### src/rtl/present_engine.sv
// PRESENT block cipher, one round per cycle, 80/128-bit key.
// Encrypt/decrypt with a cached final round key for decryption.
module present_engine #(
  parameter int KEY_WIDTH = 128,
  parameter int NB_ROUNDS = 31
) (
  input  logic                 clk,
  input  logic                 nrst,
  input  logic                 in_valid,
  output logic                 in_ready,
  input  logic                 decrypt,
  input  logic [63:0]          data_in,
  input  logic [KEY_WIDTH-1:0] key,
  output logic                 out_valid,
  input  logic                 out_ready,
  output logic [63:0]          data_out,
  output logic                 busy
);

  localparam int KW = KEY_WIDTH;
  localparam int CLO = (KW == 80) ? 15 : 62;
  localparam logic [4:0] NR = 5'(NB_ROUNDS);

  localparam logic [3:0] SBOX [16] = '{
    4'hC, 4'h5, 4'h6, 4'hB, 4'h9, 4'h0, 4'hA, 4'hD,
    4'h3, 4'hE, 4'hF, 4'h8, 4'h4, 4'h7, 4'h1, 4'h2
  };
  localparam logic [3:0] SINV [16] = '{
    4'h5, 4'hE, 4'hF, 4'h8, 4'hC, 4'h1, 4'h2, 4'hD,
    4'hB, 4'h4, 4'h6, 4'h3, 4'h0, 4'h7, 4'h9, 4'hA
  };

  typedef enum logic [1:0] {
    IDLE, KEYEXP, ROUND, DONE
  } state_e;

  function automatic logic [63:0] s_layer(
    input logic [63:0] x
  );
    logic [63:0] o;
    for (int n = 0; n < 16; n++)
      o[4*n +: 4] = SBOX[x[4*n +: 4]];
    return o;
  endfunction

  function automatic logic [63:0] si_layer(
    input logic [63:0] x
  );
    logic [63:0] o;
    for (int n = 0; n < 16; n++)
      o[4*n +: 4] = SINV[x[4*n +: 4]];
    return o;
  endfunction

  // bit j moves to 16*j mod 63; bit 63 stays
  function automatic logic [63:0] p_layer(
    input logic [63:0] x
  );
    logic [63:0] o;
    o[63] = x[63];
    for (int j = 0; j < 63; j++)
      o[(16*j) % 63] = x[j];
    return o;
  endfunction

  function automatic logic [63:0] pi_layer(
    input logic [63:0] x
  );
    logic [63:0] o;
    o[63] = x[63];
    for (int j = 0; j < 63; j++)
      o[j] = x[(16*j) % 63];
    return o;
  endfunction

  function automatic logic [KW-1:0] ks_fwd(
    input logic [KW-1:0] k,
    input logic [4:0]    i
  );
    logic [KW-1:0] r;
    r = {k[KW-62:0], k[KW-1:KW-61]};
    r[KW-1:KW-4] = SBOX[r[KW-1:KW-4]];
    if (KW == 128)
      r[KW-5:KW-8] = SBOX[r[KW-5:KW-8]];
    r[CLO +: 5] = r[CLO +: 5] ^ i;
    return r;
  endfunction

  function automatic logic [KW-1:0] ks_inv(
    input logic [KW-1:0] k,
    input logic [4:0]    i
  );
    logic [KW-1:0] r;
    r = k;
    r[CLO +: 5] = r[CLO +: 5] ^ i;
    if (KW == 128)
      r[KW-5:KW-8] = SINV[r[KW-5:KW-8]];
    r[KW-1:KW-4] = SINV[r[KW-1:KW-4]];
    return {r[60:0], r[KW-1:61]};
  endfunction

  state_e        st_q, st_d;
  logic [63:0]   blk_q, blk_d;
  logic [KW-1:0] rk_q, rk_d;
  logic [4:0]    i_q, i_d;
  logic [4:0]    cnt_q, cnt_d;
  logic          dec_q, dec_d;
  logic [63:0]   dout_q, dout_d;
  logic          ov_q, ov_d;
  logic          cv_q, cv_d;
  logic [KW-1:0] ck_q, ck_d;
  logic [KW-1:0] dk_q, dk_d;

  logic [63:0]   mix;
  logic [KW-1:0] rk_fwd;
  logic [KW-1:0] rk_inv;
  logic          hit;

  assign mix    = blk_q ^ rk_q[KW-1:KW-64];
  assign rk_fwd = ks_fwd(rk_q, i_q);
  assign rk_inv = ks_inv(rk_q, i_q);
  assign hit    = cv_q && (key == ck_q);

  assign in_ready  = (st_q == IDLE);
  assign busy      = (st_q == KEYEXP) || (st_q == ROUND);
  assign out_valid = ov_q;
  assign data_out  = dout_q;

  always_comb begin
    st_d   = st_q;
    blk_d  = blk_q;
    rk_d   = rk_q;
    i_d    = i_q;
    cnt_d  = cnt_q;
    dec_d  = dec_q;
    dout_d = dout_q;
    ov_d   = ov_q;
    cv_d   = cv_q;
    ck_d   = ck_q;
    dk_d   = dk_q;
    unique case (st_q)
      IDLE: begin
        if (in_valid) begin
          blk_d = data_in;
          dec_d = decrypt;
          cnt_d = 5'd0;
          if (!decrypt) begin
            rk_d = key;
            i_d  = 5'd1;
            st_d = ROUND;
          end else if (hit) begin
            rk_d = dk_q;
            i_d  = NR;
            st_d = ROUND;
          end else begin
            // cache invalid until this expansion completes
            rk_d = key;
            i_d  = 5'd1;
            ck_d = key;
            cv_d = 1'b0;
            st_d = KEYEXP;
          end
        end
      end
      KEYEXP: begin
        rk_d  = rk_fwd;
        cnt_d = cnt_q + 5'd1;
        i_d   = i_q + 5'd1;
        if (cnt_q == NR - 5'd1) begin
          dk_d  = rk_fwd;
          cv_d  = 1'b1;
          cnt_d = 5'd0;
          i_d   = NR;
          st_d  = ROUND;
        end
      end
      ROUND: begin
        if (cnt_q == NR) begin
          dout_d = mix;
          ov_d   = 1'b1;
          st_d   = DONE;
        end else begin
          cnt_d = cnt_q + 5'd1;
          if (dec_q) begin
            blk_d = si_layer(pi_layer(mix));
            rk_d  = rk_inv;
            if (cnt_q != NR - 5'd1)
              i_d = i_q - 5'd1;
          end else begin
            blk_d = p_layer(s_layer(mix));
            rk_d  = rk_fwd;
            if (cnt_q != NR - 5'd1)
              i_d = i_q + 5'd1;
          end
        end
      end
      DONE: begin
        if (out_ready) begin
          ov_d = 1'b0;
          st_d = IDLE;
        end
      end
      default: st_d = IDLE;
    endcase
  end

  always_ff @(posedge clk or negedge nrst) begin
    if (!nrst) begin
      st_q   <= IDLE;
      blk_q  <= '0;
      rk_q   <= '0;
      i_q    <= '0;
      cnt_q  <= '0;
      dec_q  <= 1'b0;
      dout_q <= '0;
      ov_q   <= 1'b0;
      cv_q   <= 1'b0;
      ck_q   <= '0;
      dk_q   <= '0;
    end else begin
      st_q   <= st_d;
      blk_q  <= blk_d;
      rk_q   <= rk_d;
      i_q    <= i_d;
      cnt_q  <= cnt_d;
      dec_q  <= dec_d;
      dout_q <= dout_d;
      ov_q   <= ov_d;
      cv_q   <= cv_d;
      ck_q   <= ck_d;
      dk_q   <= dk_d;
    end
  end

endmodule
### config.mk
export PLATFORM = sky130hd
export DESIGN_NAME = present_engine
export DESIGN_NICKNAME = d
export VERILOG_FILES = /design/src/rtl/present_engine.sv
export SDC_FILE = /design/constraint.sdc
export NUM_CORES = 2
export LEC_CHECK = 0
export ABC_CLOCK_PERIOD_IN_PS = 2400
export BUFFER_PORTS_ARGS = -buffer_cell sky130_fd_sc_hd__buf_2
export CAP_MARGIN = 20
export CORE_MARGIN = 2
export CORE_UTILIZATION = 45
export CTS_CLUSTER_SIZE = 10
export DETAILED_ROUTE_END_ITERATION = 8
export HOLD_SLACK_MARGIN = 0.06
export MAX_ROUTING_LAYER = met4
export SYNTH_ARGS = -nofsm -noshare
export SYNTH_HDL_FRONTEND = slang
export SYNTH_SLANG_ARGS = --single-unit
### constraint.sdc
create_clock -name clk -period 2.4 [get_ports clk]
set_input_delay 0.12 -clock clk [delete_from_list [all_inputs] [get_ports clk]]
set_output_delay 0.12 -clock clk [all_outputs]
set_load 0.05 [all_outputs]
==> results.json <==
{
  "status": "finished with violations",
  "clock_tree.buffer_depth": 3,
  "finalNetCount": 5213,
  "start_kind": "flop",
  "areaGrowthSynthToFinish_pct": 41.2,
  "ioPinCount": 264,
  "syn-num-nets": 4163,
  "critPathArrivalTime_ns": 3.39,
  "io_buffers": 263,
  "grt_pass1_vias": 32480,
  "setup_viol": 266,
  "async_reset_ff_share_pct": 100,
  "drt-vias-per-instance": 5.91,
  "hold_violations": 0,
  "setup_tns_ns": -97.59,
  "drt_iter0_drc": 3463,
  "hold_ws_ns": 0.0642,
  "cts_max_level": 3,
  "fillers": 6358,
  "synth_area_leaders": "dfrtp_1 37%, ha_1 7.3%, mux2_2 6.9%",
  "failed_checks": "negative setup slack",
  "yosysMostFrequentCell": "dfrtp_1",
  "path_class": "reg -> reg",
  "die_h_um": 285,
  "cts_buffers": 68,
  "critPathMaxFanout": 9,
  "num_rows": 102,
  "pre_cts_ws_ns": -0.503,
  "vias": 34793,
  "synth_cell_types": 66,
  "ys_top_cells_by_count": "527 x dfrtp_1, 438 x nand2_1, 309 x a211oi_1",
  "synth_flop_cell": "dfrtp_1",
  "drcViolationCount": 0,
  "hold_path.class": "in -> reg",
  "yosysTopAreaCell": "dfrtp_1",
  "antenna_left": 0,
  "synth_seq_cells": 527,
  "cts_tree": "yes",
  "die_area_mm2": 0.0810,
  "cp-end-kind": "flop",
  "insertion_delay_ns": 0.63,
  "min_period_ns": 2.88,
  "antenna_found_initial": 2,
  "syn_inst": 3760,
  "syn_area_per_cell_um2": 9.42,
  "crit_required_ns": 2.90,
  "drv_slew": 0,
  "hpwl_um": 108000,
  "grt_pass1_wl_um": 214000,
  "fin_crit_sh_pct": 120,
  "yosysSeqAreaShare_pct": 37.2,
  "rsz0062_at_grt": "true",
  "root_buffer": "clkbuf_16",
  "grt_start_max_net_pins": 140,
  "dieWidth_um": 285,
  "drive_gt1_share_pct": 37.0,
  "dp.cells": 5499,
  "core_mm2": 0.0777,
  "cts.sinks": 527,
  "wirelength_um": 150000,
  "dr.pass1.iters": 5,
  "cap_violations": 0,
  "layout.cells.non_filler": 5892,
  "overflow": 0,
  "slew_headroom_pct": 38.8,
  "clk_pin_slew_ns": 0.06,
  "syn-cell-area_mm2": 0.0354,
  "yosysTopAreaCellShare_pct": 37.2,
  "tightest_slew_ns": 0.912,
  "synth_enable_flop_cells": 0,
  "worst_slack_ns": -0.484,
  "initial_utilization_pct": 45.6,
  "avgRoutedWirePerCell_um": 25.5,
  "place.gp.congestion": 1.02,
  "fmax_mhz": 347,
  "ys_warn_count": 0,
  "gr-usage-all-layers_pct": 36.2,
  "fin_skew_ns": 0.0309
}
==> placed cells by master (no fill, tap or decap), types with 85 or more instances in the layout <==
master and instances:
dlygate4sd3_1 193, a211oi_2 86, a31oi_1 123, mux2_2 215
mux2_4 122, dfrtp_1 504, o21ai_0 136, nor2_1 294
a21oi_1 278, xnor2_1 108, nand2_1 435, inv_1 104
clkbuf_16 88, nand2b_1 85, buf_2 261, a211oi_1 208
buf_4 669, ha_1 184
==> sequential cells by signal, summed over array words and instances (netlist names) <==
name,cells
ck_q,128
dk_q,128
rk_q,128
blk_q,64
data_out,64
cnt_q,5
i_q,5
st_q,2
cv_q,1
dec_q,1
out_valid,1
==> cell families after synthesis <==
group	Yosys count	share of synthesized area, %
adder cells (fa/ha/maj)	206	7.28
AND/OR/NAND/NOR	961	11.7
AO/OA/AOI/OAI	1054	19.0
multiplexers	413	15.4
flip-flops	527	37.2
XOR/XNOR	187	4.62
buffers and inverters	412	4.80
==> final timing paths <==
check | startpoint | endpoint | slack (ns) | depth (start not counted)
setup / recovery | ck_q[52] | ck_q[50] | -0.48 | 11
hold / removal | data_in[40] | blk_q[40] | 0.06 | 4
setup reg to reg | ck_q[52] | ck_q[50] | -0.48 | 11
hold reg to reg | dk_q[64] | dk_q[64] | 0.49 | 2
max in group asynchronous | nrst | rk_q[68] | 1.63 | 3
min in group asynchronous | nrst | data_out[26] | 0.19 | 3
==> metrics by stage <==
step / area [um2] / util, %
floorplan: 35500 / -
global placement: 43100 / 55.4
detailed placement: 43100 / 55.4
CTS: 47500 / 61.1
global route: 50000 / 64.3
finish: 50000 / 64.3
==> worst max-delay path, cell delays in order, from the launching register on <==
cell       delay, ns
dfrtp_1         0.40
nand2b_1        0.18
nand4_1         0.13
nor4_1          0.41
buf_4           0.22
nand4_1         0.08
buf_4           0.18
nor4_4          0.34
nor3_4          0.14
buf_12          0.20
clkbuf_16       0.19
mux2_4          0.30
==> area by class of cell <==
cell class	instances	area, um2	area share [%]
repair buffers	1260	10800	21.7
inverters	131	513	1.03
clock buffers	96	1910	3.81
well taps	1040	1300	2.60
multi-input cells	2822	22000	44.0
clock inverters	14	200	0.400
diodes	2	5.00	0.0100
flip-flops and latches	527	13200	26.4
==> repair_timing <==
action,CTS,global route
endpoints found under the hold margin,766,2
resized for setup,35,343
cloned,5,29
buffers inserted,10,46
setup endpoints to repair,300,331
hold buffers,192,2
pin swaps,15,114
==> layer usage <==
| metal | track usage (%) | wire length (um) |
|---|---|---|
| met5 | - | 0 |
| met2 | 55.5 | 69100 |
| met3 | 4.89 | 11500 |
| met1 | 49.0 | 63800 |
| met4 | 13.0 | 5970 |
Power is not shown: default switching activity piles up to over one toggle a cycle in this logic, so the estimate is an artifact.
